$ cat src/rtl/uart_rx_frame_ctrl.sv
// UART receive frame controller: captures frames on the rising edge of
// flag, checks start/stop bits and queues data bytes in a show-ahead FIFO.
// A watchdog pulses rx_rst when a frame stalls; errors are sticky.
// Ports:
//   bclk_x8, rst          clock, sync active-high reset
//   rx_status, rx_output  receiver busy and 10-bit frame {stop,data,start}
//   flag                  receiver frame-done indication
//   rx_rst                one-cycle receiver reset on watchdog timeout
//   data_out, data_valid  FIFO head byte and non-empty
//   data_ready            consumer accept
//   fifo_count            entries held
//   framing_err, overrun_err, timeout_err  sticky errors
//   err_clear             clears all sticky errors
//   err_count             saturating error-event count (ERR_COUNT_EN only)
// Optional feature macro: ERR_COUNT_EN
module uart_rx_frame_ctrl #(
    parameter int FIFO_DEPTH     = 4,
    parameter int TIMEOUT_CYCLES = 128
) (
    input  logic                          bclk_x8,
    input  logic                          rst,
    input  logic                          rx_status,
    input  logic [9:0]                    rx_output,
    input  logic                          flag,
    output logic                          rx_rst,
    output logic [7:0]                    data_out,
    output logic                          data_valid,
    input  logic                          data_ready,
    output logic [$clog2(FIFO_DEPTH):0]   fifo_count,
    output logic                          framing_err,
    output logic                          overrun_err,
    output logic                          timeout_err,
    input  logic                          err_clear
`ifdef ERR_COUNT_EN
    ,
    output logic [7:0]                    err_count
`endif
);

    localparam int AW = $clog2(FIFO_DEPTH);
    localparam int CW = AW + 1;
    localparam int TW = 10;

    typedef enum logic [1:0] {
        IDLE,
        RECV,
        CHECK,
        RECOVER
    } state_t;

    state_t          state;
    state_t          state_n;
    logic            flag_q;
    logic            flag_rise;
    logic [TW-1:0]   timer;
    logic            timeout_hit;
    logic [9:0]      frame_q;
    logic            frame_ok;
    logic [7:0]      mem [FIFO_DEPTH];
    logic [AW-1:0]   wr_ptr;
    logic [AW-1:0]   rd_ptr;
    logic [CW-1:0]   count;
    logic            full;
    logic            push;
    logic            pop;
    logic            ev_frame;
    logic            ev_ovr;
    logic            ev_tmo;

    assign flag_rise   = flag & ~flag_q;
    assign timeout_hit = (timer == TW'(TIMEOUT_CYCLES - 1));
    assign frame_ok    = ~frame_q[0] & frame_q[9];
    assign full        = (count == CW'(FIFO_DEPTH));
    assign data_valid  = (count != '0);
    assign pop         = data_valid & data_ready;
    assign data_out    = mem[rd_ptr];
    assign fifo_count  = count;

    always_ff @(posedge bclk_x8) begin
        if (rst) state <= IDLE;
        else     state <= state_n;
    end

    always_comb begin
        state_n  = state;
        rx_rst   = 1'b0;
        push     = 1'b0;
        ev_frame = 1'b0;
        ev_ovr   = 1'b0;
        ev_tmo   = 1'b0;
        unique case (state)
            // Receiver may drop rx_status before flag, so flag wins here too.
            IDLE: begin
                if (flag_rise)      state_n = CHECK;
                else if (rx_status) state_n = RECV;
            end
            RECV: begin
                if (flag_rise)        state_n = CHECK;
                else if (timeout_hit) state_n = RECOVER;
            end
            CHECK: begin
                state_n = IDLE;
                if (frame_ok) begin
                    // A same-cycle pop frees the slot for this push.
                    if (!full || pop) push   = 1'b1;
                    else              ev_ovr = 1'b1;
                end else begin
                    ev_frame = 1'b1;
                end
            end
            RECOVER: begin
                rx_rst  = 1'b1;
                ev_tmo  = 1'b1;
                state_n = IDLE;
            end
            default: state_n = IDLE;
        endcase
    end

    always_ff @(posedge bclk_x8) begin
        // Tracking flag during reset keeps a held flag from looking new.
        flag_q <= flag;
        if (rst) begin
            timer       <= '0;
            frame_q     <= '0;
            wr_ptr      <= '0;
            rd_ptr      <= '0;
            count       <= '0;
            framing_err <= 1'b0;
            overrun_err <= 1'b0;
            timeout_err <= 1'b0;
        end else begin
            timer <= (state == RECV) ? timer + 1'b1 : '0;
            if (flag_rise && (state == IDLE || state == RECV))
                frame_q <= rx_output;
            if (push) wr_ptr <= wr_ptr + 1'b1;
            if (pop)  rd_ptr <= rd_ptr + 1'b1;
            if (push && !pop)      count <= count + 1'b1;
            else if (pop && !push) count <= count - 1'b1;
            framing_err <= ev_frame | (framing_err & ~err_clear);
            overrun_err <= ev_ovr   | (overrun_err & ~err_clear);
            timeout_err <= ev_tmo   | (timeout_err & ~err_clear);
        end
    end

    always_ff @(posedge bclk_x8) begin
        if (push && !rst) mem[wr_ptr] <= frame_q[8:1];
    end

`ifdef ERR_COUNT_EN
    logic any_ev;
    assign any_ev = ev_frame | ev_ovr | ev_tmo;

    always_ff @(posedge bclk_x8) begin
        if (rst)
            err_count <= '0;
        else if (err_clear)
            err_count <= {7'd0, any_ev};
        else if (any_ev && err_count != 8'hFF)
            err_count <= err_count + 8'd1;
    end
`endif

endmodule

$ cat config.mk
export PLATFORM = sky130hd
export DESIGN_NAME = uart_rx_frame_ctrl
export DESIGN_NICKNAME = d
export VERILOG_FILES = /design/src/rtl/uart_rx_frame_ctrl.sv
export SDC_FILE = /design/constraint.sdc
export NUM_CORES = 1
export LEC_CHECK = 0
export ABC_CLOCK_PERIOD_IN_PS = 2300
export CORE_MARGIN = 1
export CORE_UTILIZATION = 35
export DETAILED_ROUTE_END_ITERATION = 16
export GPL_TIMING_DRIVEN = 0
export PLACE_DENSITY_LB_ADDON = 0.1
export REMOVE_ABC_BUFFERS = 1
export SYNTH_ARGS = -nofsm -noshare
export SYNTH_HDL_FRONTEND = slang
export SYNTH_SLANG_ARGS = --single-unit
$ cat constraint.sdc
create_clock -name bclk_x8 -period 2.3 [get_ports bclk_x8]
set_input_delay 0.23 -clock bclk_x8 [delete_from_list [all_inputs] [get_ports bclk_x8]]
set_output_delay 0.23 -clock bclk_x8 [all_outputs]
set_load 0.01 [all_outputs]
==> results of run 1 <==
==> where the power goes <==
part | internal (W) | total [W] | switching, W
clock network | 0.000496 | 0.000950 | 0.000454
registers | 0.00130 | 0.00141 | 0.000110
logic | 0.000312 | 0.000485 | 0.000173
==> sequential cells by signal, indices dropped and copies added (netlist names), 2 cells and up, named ones only <==
| name | cells |
|---|---|
| frame_q | 10 |
| rd_ptr | 2 |
| state | 2 |
| timer | 10 |
| fifo_count | 3 |
| wr_ptr | 2 |
| mem | 32 |
==> worst max-delay path: cells and delay by family, from the launching register on <==
kind | cells | cell delay [ns]
multiplexers | 1 | 0.56
buffers and inverters | 1 | 0.49
flip-flops | 1 | 0.51
==> cell families after synthesis <==
logic type	after synthesis
adder cells (fa/ha/maj)	7
AND/OR/NAND/NOR	57
XOR/XNOR	7
multiplexers	19
AO/OA/AOI/OAI	23
buffers and inverters	11
flip-flops	67
==> cell usage after synthesis, drive strengths merged <==
library cell  count
buf               3
o31ai             2
xnor2             2
nand3             3
nor2             24
ha                6
clkbuf            2
or4               1
nand3b            2
edfxtp           32
nor2b             1
nor4b             1
nand4bb           1
nand2             3
o21ai             8
or3               7
nor3b             1
nor4bb            1
and3              1
nand4             2
a22oi             1
mux2i            11
a21oi            10
mux4              8
dfxtp            35
nand2b            1
o21a              1
and2              5
nor3              2
inv               6
or4b              1
xor2              5
fa                1
o311ai            1
==> final cells by class <==
cell class / instances / share of cell area
inverter: 6 / 0.00696
sequential: 67 / 0.514
clock inverter: 7 / 0.0213
multi-input combinational: 113 / 0.281
tap: 99 / 0.0383
timing repair buffer: 32 / 0.100
clock buffer: 9 / 0.0383
==> metrics by stage <==
| stage | std cells | utilization | total power (W) | setup WS (ns) | TNS, ns |
|---|---|---|---|---|---|
| 2_1_floorplan | 186 | - | 0.00169 | 0.257 | 0 |
| 6_report | 333 | 0.448 | 0.00285 | 0.176 | 0 |
| 3_3_place_gp | 316 | 0.418 | 0.00193 | -0.790 | -16.16 |
| 3_5_place_dp | 317 | 0.421 | 0.00193 | -0.273 | -8.07 |
| 5_1_grt | 333 | 0.448 | 0.00300 | 0.0482 | 0 |
| 4_1_cts | 333 | 0.447 | 0.00289 | 0.0906 | 0 |
==> layer usage <==
layer | part of all wire | wire (um) | vias to the layer above
met3 | 0.042 | 190 | 9
li1 | - | - | 777
met5 | 0 | 0 | -
met4 | 0.016 | 75 | 0
met1 | 0.48 | 2200 | 716
met2 | 0.46 | 2080 | 31
==> how the worst min path moves through the flow <==
stage | start | end | slack, ns | cells past startpoint
finish | flag | flag_q | 0.40 | 1
global route | flag | flag_q | 0.38 | 1
floorplan | flag | flag_q | 0.26 | 0
detailed placement | timer[0] | timer[0] | 0.45 | 1
CTS | flag | flag_q | 0.38 | 1
global placement | timer[0] | timer[0] | 0.45 | 1
==> what timing repair did <==
| action | CTS | global route |
|---|---|---|
| endpoints found under the setup margin | 8 | 29 |
| hold endpoints to repair | 0 | 0 |
| gates resized for setup | 1 | 2 |
==> summary.txt, run 1 <==
Run status
  – Status: completed

Synthesis
  – Top cells by area, synth: edfxtp_1 (37%), dfxtp_1 (27%), mux4_2 (6.9%)
  – Mux contribution to synthesized area: 0.111
  – Synth Register Bits: 67
  – Adder-Cell Fraction of Synth Area: 0.0365
  – Synth area leader: edfxtp_1
  – Post-Synth XOR/XNOR Area: 0.0235
  – Compound-Gate Fraction of Synth Area: 0.0494
  – Mean post-synth cell area: 13.7 um2
  – Yosys top cell area share: 0.369
  – Ys Warns: 0
  – Simple-Gate Fraction of Synth Area: 0.124
  – Largest family of logic cells by synthesized area: simple AND/OR/NAND/NOR gates
  – Seq/Total Area, Yosys: 0.637
  – Cell Area, Synth: 0.00261 mm2
  – Distinct cells, synth: 37
  – Synth Instances: 191

GRT
  – Total gr overflow: 0
  – Met3 Resource Use GR: 0.0420
  – Vias in the first global route: 1474
  – Met2 usage: 0.205
  – Initial antenna violation count: 0
  – Met1 Usage GRT: 0.171
  – Largest net degree at the start of global routing: 24
  – Gr usage total: 0.135
  – GR peak layer: met2
  – Global-route wire length before repair: 7400 um

Critical path
  – Crit-path slowest cell: mux4_2
  – Reg2reg setup slack: 0.18 ns
  – Reg2reg path depth: 8
  – R2R Path End: fifo_count[2]
  – CP Cell Sequence: mux4_2, clkdlybuf4s50_1
  – Last element of the critical path: data_out[0]
  – Critical Path Sink Type: primary output
  – CP peak stage delay: 0.56 ns
  – Peak fanout along the critical path: 8
  – Type of the worst setup path: register to primary output
  – Reg-to-Reg Start: state[1]
  – Worst endpoint required time: 2.07 ns
  – Worst setup SP type: register
  – Worst EP arrival: 1.89 ns

Clock network
  – Reg clk slew, reported paths: 0.07 ns
  – Post-CTS Setup Inserts: 0
  – Hold_buf cts: 0
  – Clk_lat worst skew: 0.33 ns
  – Clock Sink Count: 67
  – Clk root buf: clkbuf_8
  – TritonCTS clock tree: built
  – H-tree levels: 3
  – CTS buffer count: 9
  – CTS Buffer Depth: 2

STA
  – Tcrit/Tclk final: 0.924
  – Worst-Margin Slew: 0.929 ns
  – Endpoints failing hold: 0
  – Worst slew margin: 0.379
  – Period minus WS final: 2.12 ns
  – Slew Viols, Final: 0
  – Final Hold Slack: 0.397 ns
  – Max Fclk: 471 MHz
  – RSZ-0062 raised after global routing: no
  – Skew final: 0.00947 ns
  – Final setup viols: 0

Finish
  – Layout cells sized above 1: 0.128
  – Final nets: 252
  – Antenna Cells: 0
  – Most frequent cells in the layout: dfxtp_1 (34), edfxtp_1 (32), clkdlybuf4s50_1 (30)
  – Layout fillers: 676
  – Finished layout cell area: 0.00324 mm2
  – Area occupied by multi-input gates: 910 um2
  – Sequential Area: 0.00166 mm2
  – P&R area growth vs syn: 24.1%
  – Most common cell after layout, fill and taps aside: dfxtp_1

Routing
  – DRT Pass-1 Iters: 4
  – Drt via density: 4.60
  – Vias: 1533
  – Antenna-violating nets left: 0
  – WL/cell: 13.7 um
  – Total wire length: 4550 um
  – Drt drc: 0
  – Initial DRC Count: 56

Run
  – Max-cap viol count: 0

Power
  – Largest vdd supply drop: 0.315 mV
  – Pwr/cell area: 880 mW/mm2
  – Leakage Power: 1.11 nW

Die
  – Num rows: 31
  – Die area: 0.00780 mm2
  – Initial core utilization: 0.361
  – Chip width: 88.3 um
  – Core Region: 0.00721 mm2
  – I/O pins: 32
  – Die height: 88.3 um

Placed design
  – HPWL after detailed placement: 2890 um
  – Area after DPL: 0.00303 mm2
  – Port bufs: 31
  – Gpl congestion: 0.650

Hold path
  – Worst Hold Class: input pin to register
(Power assumes the default switching activity.)
==> inputs of run 2 (changes only) <==
- MAX_ROUTING_LAYER: default -> met4
==> run 2 against run 1 <==
Effect of this change:
- non-clock buffer count unchanged
- critical path depth increased by 6
- flip-flop and latch count unchanged
- die area unchanged
- wire length decreased by 0.18%
- largest power group unchanged
- count of clock-buffer cells in the layout unchanged
- utilization unchanged
- sequential power about the same
- worst setup slack got worse by 0.00067 ns
==> summary.txt, run 2 (synthesized netlist as in run 1, its figures left out) <==
Die
  – Die area: 0.00780 mm2
  – Chip width: 88.3 um
  – Die height: 88.3 um
  – I/O pins: 32
  – Core Region: 0.00721 mm2
  – Initial core utilization: 0.361
  – Num rows: 31

Critical path
  – Worst setup SP type: register
  – Critical Path Sink Type: register
  – CP Cell Sequence: nand4bb_1, nor2_1, ha_1, inv_1, fa_1, xor2_1, or3_1, a21oi_1
  – CP peak stage delay: 0.45 ns
  – Crit-path slowest cell: dfxtp_1
  – Peak fanout along the critical path: 6
  – Type of the worst setup path: register to register
  – Reg2reg setup slack: 0.18 ns
  – Worst endpoint required time: 2.55 ns
  – Worst EP arrival: 2.37 ns

Hold path
  – Worst Hold Class: input pin to register

STA
  – Slew Viols, Final: 0
  – Worst slew margin: 0.379
  – Endpoints failing hold: 0
  – Tcrit/Tclk final: 0.924
  – RSZ-0062 raised after global routing: no
  – Worst-Margin Slew: 0.929 ns
  – Max Fclk: 471 MHz
  – Skew final: 0.00809 ns
  – Period minus WS final: 2.12 ns
  – Final setup viols: 0

Routing
  – DRT Pass-1 Iters: 4
  – Vias: 1524
  – WL/cell: 13.6 um
  – Drt drc: 0
  – Drt via density: 4.58
  – Total wire length: 4540 um
  – Antenna-violating nets left: 0
  – Initial DRC Count: 67

Finish
  – Final nets: 252
  – Fin util: 0.448
  – P&R area growth vs syn: 24.1%
  – Finished layout cell area: 0.00324 mm2
  – Most frequent cells in the layout: dfxtp_1 (34), edfxtp_1 (32), clkdlybuf4s50_1 (30)
  – Area occupied by multi-input gates: 910 um2
  – Largest registers: mem: 32 flops, frame_q: 10 flops, timer: 10 flops
  – Antenna Cells: 0
  – Biggest register: mem
  – Sequential Area: 0.00166 mm2
  – Layout fillers: 676
  – Most common cell after layout, fill and taps aside: dfxtp_1
  – Max reg flops: 32
  – Layout cells sized above 1: 0.128

Clock network
  – CTS Buffer Depth: 2
  – Clock Sink Count: 67
  – Post-CTS Resized: 1
  – TritonCTS clock tree: built
  – Reg clk slew, reported paths: 0.07 ns
  – H-tree levels: 3
  – Post-CTS Setup Inserts: 0
  – Clk_lat worst skew: 0.33 ns
  – CTS buffer count: 9
  – Clk root buf: clkbuf_8
  – Hold_buf cts: 0

Power
  – Largest vdd supply drop: 0.315 mV
  – Total power draw: 0.00284 W
  – Pwr/cell area: 879 mW/mm2
  – Leakage Power: 1.11 nW

Run
  – Max-cap viol count: 0

GRT
  – Gr usage total: 0.139
  – Global-route wire length before repair: 7400 um
  – Largest net degree at the start of global routing: 24
  – Vias in the first global route: 1474
  – Initial antenna violation count: 0
  – Total gr overflow: 0

Placed design
  – Gpl congestion: 0.656
  – HPWL after detailed placement: 2890 um
  – Port bufs: 31
  – Area after DPL: 0.00303 mm2

Run status
  – Status: completed
## run 2: cell type report
class | instances | area share
sequential | 67 | 0.514
multi-input combinational | 113 | 0.281
timing repair buffer | 32 | 0.100
clock buffer | 9 | 0.0383
tap | 99 | 0.0383
clock inverter | 7 | 0.0213
inverter | 6 | 0.00696
## run 2: routing by layer
metal  GRT usage  share of wire  vias to the layer above  wire length, um
met5           -              0                        -                0
met4      0.0748          0.014                        0               62
met3      0.0420          0.045                        6              203
met2       0.205           0.46                       29             2100
met1       0.171           0.48                      712             2180
li1            -              -                      777                -
## run 2: path summary, 6_finish.rpt
check                               from            end  depth (start not counted)
worst max-delay path            state[1]  fifo_count[2]                          8
worst min-delay path                flag         flag_q                          1
worst max register to register  state[1]  fifo_count[2]                          8
worst min register to register  timer[0]       timer[0]                          1
## run 2: where the power goes
part           internal, W  switching, W
registers          0.00130      0.000110
clock network     0.000496      0.000450
logic             0.000312      0.000173
total              0.00211      0.000734
## run 2: metrics by stage
stage	TNS [ns]	hold slack [ns]	std cells	setup WS (ns)
after floorplan	0	0.258	186	0.257
after global placement	-16.16	0.450	316	-0.790
after detailed placement	-8.07	0.450	317	-0.273
after CTS	0	0.378	333	0.0906
after global routing	0	0.380	333	0.0480
final	0	0.401	333	0.175
## run 2: worst max-delay path: cells and delay by family, from the launching register on
kind	cells	cell delay [ns]
xor gates and xnor gates	1	0.16
adders and majority gates	2	0.56
buffers and inverters	1	0.06
and+or+nand+nor	3	0.69
DFF	1	0.45
AOI/OAI and AO/OA	1	0.14
==> inputs of run 3 (changes only) <==
- ABC_CLOCK_PERIOD_IN_PS: 2300 -> 1900
- CORE_MARGIN: 1 -> default
- clock period: 2.3 -> 1.9 ns (I/O delays scaled with it)
==> run 3 against run 2 <==
Effect of this change:
- global-route usage up 0.66 points
- sequential power up 21%
- power up 27%
- worst hold slack worse by 0.042 ns
- clock power up 21%
==> summary.txt, run 3 (synthesized netlist as in run 1, its figures left out) <==
Run status
  – Status: completed

Routing
  – Drt drc: 0
  – Antenna-violating nets left: 0
  – Initial DRC Count: 55
  – WL/cell: 13.7 um
  – DRT Pass-1 Iters: 4
  – Drt via density: 4.56
  – Vias: 1582
  – Total wire length: 4750 um

Clock network
  – TritonCTS clock tree: built
  – Reg clk slew, reported paths: 0.07 ns
  – Clk_lat worst skew: 0.33 ns
  – Hold_buf cts: 0
  – CTS Buffer Depth: 2
  – Clock Sink Count: 67
  – CTS buffer count: 9
  – Clk root buf: clkbuf_8
  – H-tree levels: 3

Die
  – Die height: 88.3 um
  – Die area: 0.00780 mm2
  – Initial core utilization: 0.361
  – I/O pins: 32
  – Chip width: 88.3 um
  – Core Region: 0.00721 mm2
  – Num rows: 31

STA
  – Final setup viols: 0
  – Slew Viols, Final: 0
  – Setup tns final: 0 ns
  – Tcrit/Tclk final: 0.986
  – Endpoints failing hold: 0
  – Worst slew margin: 0.372
  – RSZ-0062 raised after global routing: yes
  – Worst-Margin Slew: 0.943 ns
  – Max Fclk: 534 MHz
  – Skew final: 0.00753 ns
  – Setup WS post-layout: 0.0258 ns
  – Period minus WS final: 1.87 ns

Power
  – Sequential power share: 0.473
  – Pwr/cell area: 1060 mW/mm2
  – Logic pwr share: 0.211
  – Largest vdd supply drop: 0.461 mV
  – Internal power: 0.00267 W
  – Switching pwr: 0.000933 W
  – Net Sw Frac: 0.259
  – Clk pwr share: 0.317
  – Leakage Power: 1.19 nW

Critical path
  – Worst endpoint required time: 2.16 ns
  – Worst EP arrival: 2.13 ns
  – Critical Path Sink Type: register
  – Worst setup SP type: register
  – Peak fanout along the critical path: 5
  – Type of the worst setup path: register to register

Finish
  – Largest registers: mem: 32 flops, frame_q: 10 flops, timer: 10 flops
  – Max reg flops: 32
  – Final std cells w/o fill: 347
  – Most common cell after layout, fill and taps aside: edfxtp_1
  – Layout cells sized above 1: 0.234
  – Final nets: 266
  – Biggest register: mem
  – Fin util: 0.470
  – Antenna Cells: 0
  – P&R area growth vs syn: 29.9%
  – Most frequent cells in the layout: edfxtp_1 (32), dfxtp_1 (29), nor2_1 (23)

GRT
  – Global-route wire length before repair: 7760 um
  – Initial antenna violation count: 0
  – Largest net degree at the start of global routing: 24
  – Gr usage total: 0.146
  – Total gr overflow: 0
  – Vias in the first global route: 1552

Placed design
  – Dpl cells: 317
  – HPWL after detailed placement: 2890 um
  – Pre-CTS WS: -0.633 ns
  – Gpl congestion: 0.656
  – Port bufs: 31

Run
  – Max-cap viol count: 0

Hold path
  – Worst Hold Class: input pin to register
==> run 3: final cells by class <==
| cell class | count | area, um2 |
|---|---|---|
| Clock buffer | 9 | 124 |
| Clock inverter | 7 | 68.8 |
| Fill cell | 686 | 3830 |
| Multi-Input combinational cell | 113 | 951 |
| Sequential cell | 67 | 1680 |
| Timing Repair Buffer | 46 | 419 |
| Inverter | 6 | 22.5 |
| Tap cell | 99 | 124 |
==> run 3: worst max-delay path, cell delays in order, from the launching register on <==
cell,delay (ns)
dfxtp_4,0.37
o31ai_4,0.26
ha_2,0.21
inv_1,0.05
fa_2,0.33
xor2_1,0.15
or3_1,0.32
a21oi_2,0.11
==> run 3: stage by stage <==
| step | area (um2) | total power (W) | hold slack (ns) |
|---|---|---|---|
| 2_1_floorplan | 2580 | 0.00205 | 0.218 |
| 3_3_place_gp | 3020 | 0.00233 | 0.450 |
| 3_5_place_dp | 3030 | 0.00234 | 0.450 |
| 4_1_cts | 3350 | 0.00361 | 0.338 |
| 5_1_grt | 3390 | 0.00380 | 0.340 |
| 6_report | 3390 | 0.00360 | 0.359 |
==> run 3: metal layers <==
metal,global-route usage,vias up,wire [um]
li1,-,806,-
met1,0.176,739,2240
met2,0.224,31,2290
met3,0.0392,6,161
met4,0.0748,0,62
met5,-,-,0
==> run 3: path summary, 6_finish.rpt <==
check	startpoint	slack, ns	cells after the start	end
max reg2reg	fifo_count[0]	0.03	7	fifo_count[2]
max	fifo_count[0]	0.03	7	fifo_count[2]
min	flag	0.36	1	flag_q
min reg2reg	timer[0]	0.46	1	timer[0]
==> run 3: repair_timing <==
action                                  in CTS  in global routing
setup buffers                               11                  3
pin swaps                                    5                  3
endpoints found under the setup margin      42                 40
hold endpoints to repair                     0                  0
gates cloned                                 0                  0
gates resized for setup                     24                  9
==> run 3: power by group through the flow <==
stage	Sequential (W)	Clock [W]	Combinational, W
after floorplan	0.00172	0	0.000323
after global placement	0.00175	0	0.000588
after detailed placement	0.00175	0	0.000589
after CTS	0.00172	0.00118	0.000711
after global routing	0.00172	0.00125	0.000829
final	0.00170	0.00114	0.000759
==> edit 1: new RTL, settings of run 3 <==
Change the parameter `FIFO_DEPTH` from 4 to 2.
--- a/src/rtl/uart_rx_frame_ctrl.sv
+++ b/src/rtl/uart_rx_frame_ctrl.sv
@@ -14,7 +14,7 @@
 //   err_count             saturating error-event count (ERR_COUNT_EN only)
 // Optional feature macro: ERR_COUNT_EN
 module uart_rx_frame_ctrl #(
-    parameter int FIFO_DEPTH     = 4,
+    parameter int FIFO_DEPTH     = 2,
     parameter int TIMEOUT_CYCLES = 128
 ) (
     input  logic                          bclk_x8,
Interface: changed (resized fifo_count); port bits go from 32 to 31. The function was not compared with the original's and may differ.
==> edit 1 against run 3 <==
  * Setup slack better by 0.045 ns
  * Final cell count down 26%
  * Non-clock buffer count fell by 15
  * Routed wire length is 31% lower
  * Design area is 31% lower
  * Sequential cell count down 20
  * Core utilization increased by 1.5 points
  * Synthesized area is 31% lower
  * Total power fell by 45%
  * Critical endpoint is now fifo_count[1]
  * Largest power group unchanged
  * Highest routed layer unchanged
==> edit 1: results <==
set metrics [dict create \
    reg_top3 "mem: 16 flops, frame_q: 10 flops, timer: 10 flops" \
    r2r-start "fifo_count[1]" \
    initialDrtViolationCount 40 \
    ir_worst_vdd_uv 348 \
    yosysTopAreaCell "dfxtp_1" \
    gr-usage-met3_pct 3.84 \
    route.vias.total 1221 \
    critical-path-max-stage-delay_ns 0.47 \
    firstDrtPassIters 2 \
    seq_area_frac_synth_pct 60.9 \
    holdPathEnd "flag_q" \
    synth_edf_count 16 \
    antenna_found_initial 0 \
    io_buffers 30 \
    worst_ep_arrival_time_ns 2.04 \
    layout-drive-gt1-share_pct 17.5 \
    worst_hold_path.num_cells 1 \
    ctsLongestPathBuffers 2 \
    synth_cells 154 \
    cts_resized 9 \
    met1_usage_pct 14.9 \
    crit_start "data_ready" \
    ys_types 33 \
    met2_usage_pct 24.5 \
    drt-total-wl_um 3270 \
    hold_class "in2reg" \
    rr_worst_depth 6 \
    clkTransAtPathRegs_ns 0.08 \
    globalplace.congestion 0.668 \
    grt_pass1_wl_um 5490 \
    worstSkewPairLatency_ns 0.30 \
    worst_pin_slew_ns 0.901 \
    ys_top_cells_by_count "dfxtp_1 (31), nor2_1 (20), edfxtp_1 (16)" \
    cp_top_family "simple AND/OR/NAND/NOR gates" \
    grt_max_degree 22 \
    dp_hpwl_um 2290 \
    skew_ns 0.00984 \
    dp.cells 248 \
    wl_per_cell_um 12.8 \
    fin_hold_ws_ns 0.393 \
    htreeDepth 2 \
    netlist_top_cells_area "dfxtp_1 (34%), edfxtp_1 (27%), mux2i_1 (5.5%)" \
    p_int_mw 1.49 \
    r2r_setup_slack_ns 0.11 \
    crit_slowest_cell "clkdlybuf4s50_1" \
    p_leak_nw 0.792 \
    cp-endpoint "fifo_count[1]" \
    cts_buffers 5 \
    status "finished clean" \
    fin_nets 206 \
    cts_setup_buffers 0 \
    async_flop_share_pct 0 \
    grtUsageTotal_pct 14.0 \
    critPathMaxFanout 4 \
]
-- edit 1: cell types whose count changed after synthesis, sizes merged, moves of 2 or more --
cell	run 3	this run
edfxtp	32	16
mux2	0	8
mux4	8	0
dfxtp	35	31
ha	6	2
inv	6	2
nor2	24	20
buf	3	1
nand2	3	5
nor3b	1	3
-- edit 1: area by class of cell --
cell class | count | area (um2)
sequential | 47 | 1110
clock inverter | 3 | 20.0
fill | 453 | 2500
multi-input combinational | 101 | 744
tap | 67 | 83.8
inverter | 2 | 7.51
timing repair buffer | 31 | 314
clock buffer | 5 | 68.8
-- edit 1: power by group through the flow --
stage | clock network (mW) | logic [mW] | registers [mW]
floorplan | 0 | 0.121 | 1.13
global placement | 0 | 0.246 | 1.13
detailed placement | 0 | 0.252 | 1.14
CTS | 0.615 | 0.259 | 1.12
global route | 0.652 | 0.281 | 1.13
finish | 0.588 | 0.258 | 1.12
-- edit 1: stage by stage --
stage | setup slack (ns) | instance area (um2)
after floorplan | 0.00483 | 1790
after global placement | -1.08 | 2180
after detailed placement | -0.874 | 2190
after CTS | 0.00379 | 2330
after global routing | -0.0119 | 2350
final | 0.0709 | 2350
-- edit 1: cell families after synthesis --
| group | after synthesis | share of synthesized area, % |
|---|---|---|
| AO/OA/AOI/OAI | 20 | 5.95 |
| XOR/XNOR | 6 | 2.91 |
| adder cells (fa/ha/maj) | 2 | 1.38 |
| buffers and inverters | 6 | 1.31 |
| flip-flops | 47 | 60.9 |
| multiplexers | 18 | 10.5 |
| AND/OR/NAND/NOR | 55 | 17.0 |
-- edit 1: routing by layer --
metal / up-vias / wire (um) / part of all wire [%]
li1: 615 / - / -
met1: 577 / 1420 / 44
met2: 25 / 1650 / 51
met3: 4 / 146 / 4.5
met4: 0 / 42 / 1.3
met5: - / 0 / 0
==> edit 2: new RTL, flow settings as in run 3 <==
Without the edit above. Encoding of `state_t`: now one-hot (4 bits for 4 states).
--- a/src/rtl/uart_rx_frame_ctrl.sv
+++ b/src/rtl/uart_rx_frame_ctrl.sv
@@ -41,11 +41,11 @@
     localparam int CW = AW + 1;
     localparam int TW = 10;
 
-    typedef enum logic [1:0] {
-        IDLE,
-        RECV,
-        CHECK,
-        RECOVER
+    typedef enum logic [3:0] {
+        IDLE    = 4'b0001,
+        RECV    = 4'b0010,
+        CHECK   = 4'b0100,
+        RECOVER = 4'b1000
     } state_t;
 
     state_t          state;
Function: same outputs for any inputs over 10 cycles, from zero or initial values and one cycle with rst high; not proved beyond that.
==> edit 2 against run 3 <==
  * The flow now finishes with violations (setup timing)
  * Sequential cell count is 2 higher
  * Global-route usage is 0.12 points higher
  * Design area is 1.8% higher
  * Critical path depth is 1 higher
  * Sequential power is 5% higher
  * Total power is 0.79% lower
  * Synthesized area is 6.9% higher
  * Setup slack worse by 0.28 ns
  * Routed wire length is 11% higher
  * Final cell count is 4.9% higher
==> edit 2: results <==
set metrics [dict create \
    setup_ws_ns -0.259 \
    n_antenna_cell 0 \
    htreeDepth 3 \
    grt_pass1_wl_um 9010 \
    dp_hpwl_um 3430 \
    clkTransAtPathRegs_ns 0.07 \
    drt-total-wl_um 5290 \
    root_buffer "clkbuf_8" \
    initialDrtViolationCount 87 \
    synth_xor_xnor_area_share_pct 2.83 \
    reg_top3 "mem: 32 flops, frame_q: 10 flops, timer: 10 flops" \
    violations "setup timing" \
    seq_area_frac_synth_pct 61.1 \
    ys_top_cells_by_count "dfxtp_1 (37), edfxtp_1 (32), a21oi_1 (17)" \
    firstDrtPassIters 4 \
    yosys_most_used_dff "dfxtp_1" \
    worst_pin_slew_ns 0.881 \
    antenna_found_initial 0 \
    globalplace.congestion 0.750 \
    worstSkewPairLatency_ns 0.34 \
    synth_fa_ha_area_share_pct 3.41 \
    synth_edf_count 32 \
    netlist_top_cells_area "edfxtp_1 (34%), dfxtp_1 (27%), mux4_2 (6.5%)" \
    ctsLongestPathBuffers 2 \
    synth_cells 215 \
    p_int_mw 2.58 \
    grtUsageTotal_pct 14.7 \
    ys_types 42 \
    cts_buffers 9 \
    synth_warnings 0 \
    placed_cell_area_um2 3180 \
    setup_viol 1 \
    grt_pass1_vias 1785 \
    status "complete, but fails checks" \
    synthMuxAreaShare_pct 7.72 \
    grt_max_degree 24 \
    grt-ovfl-total 0 \
    p_leak_nw 1.14 \
    skew_ns 0.0107 \
    critPathMaxFanout 2 \
    hold_class "in2reg" \
    gr-usage-met3_pct 3.02 \
    layout-drive-gt1-share_pct 19.5 \
    synth_compound_area_share_pct 8.67 \
    ir_worst_vdd_uv 597 \
    async_flop_share_pct 0 \
    io_buffers 31 \
    met2_usage_pct 20.2 \
    fin_nets 280 \
    via_per_inst 4.84 \
    met1_usage_pct 20.4 \
    worst_ep_arrival_time_ns 2.43 \
]
[edit 2: changes by cell type in the layout (fill, tap and decap cells not counted), sizes merged, moves of 5 or more]
cell           run 3  this run
nor2              24        14
o21ai              8        15
mux2i             11         2
and2               5         0
a21oi             10        17
buf               15         8
clkbuf             9        14
nand3              3        13
[edit 2: logic make-up after synthesis]
family	count (synthesis)
simple gates	62
flops	69
mux	11
compound gates	42
buf+inv	15
fa+ha+maj	7
xor+xnor	9
[edit 2: cell type report]
type | count | area, um2
multi-input combinational | 131 | 1060
sequential | 69 | 1720
fill | 724 | 4280
clock buffer | 12 | 145
clock inverter | 4 | 23.8
tap | 102 | 128
inverter | 7 | 26.3
timing repair buffer | 39 | 352
[edit 2: metal layers]
| layer | up-vias | routed length (um) |
|---|---|---|
| met5 | - | 0 |
| met4 | 0 | 87 |
| met3 | 9 | 222 |
| met2 | 46 | 2150 |
| met1 | 813 | 2830 |
| li1 | 892 | - |
[edit 2: through the flow]
step / util, % / setup TNS [ns] / cells / worst slack [ns]
after floorplan: - / -0.582 / 207 / -0.444
after global placement: 41.1 / -18.28 / 340 / -0.780
after detailed placement: 41.1 / -16.94 / 340 / -0.781
after CTS: 44.5 / -0.321 / 363 / -0.278
after global routing: 44.6 / -0.461 / 364 / -0.364
final: 44.6 / -0.259 / 364 / -0.259
[edit 2: critical path, cell delays in order (launching register included)]
cell	delay, ns
dfxtp_4	0.36
nor4b_4	0.30
nor3b_4	0.24
ha_2	0.22
inv_2	0.04
fa_2	0.33
xor2_1	0.16
or3_1	0.33
a21oi_2	0.11
[edit 2: path summary, 6_finish.rpt]
check | startpoint | depth (start not counted) | end | slack [ns]
worst max register to register | state[0] | 8 | fifo_count[2] | -0.26
worst min-delay path | flag | 1 | flag_q | 0.38
worst min register to register | timer[0] | 1 | timer[0] | 0.46
worst max-delay path | state[0] | 8 | fifo_count[2] | -0.26
[edit 2: power by group through the flow]
stage	clock network, mW	registers [mW]	logic [mW]
final	1.04	1.79	0.743
after global routing	1.15	1.82	0.803
after CTS	1.07	1.80	0.741
after detailed placement	0	1.83	0.688
after global placement	0	1.82	0.688
after floorplan	0	1.79	0.387
[edit 2: repair_timing]
item | 4_1_cts | 5_1_grt
buffers inserted | 7 | 1
gates resized for setup | 28 | 6
pin swaps | 2 | 1
endpoints found under the hold margin | 0 | 0
setup endpoints to repair | 44 | 13
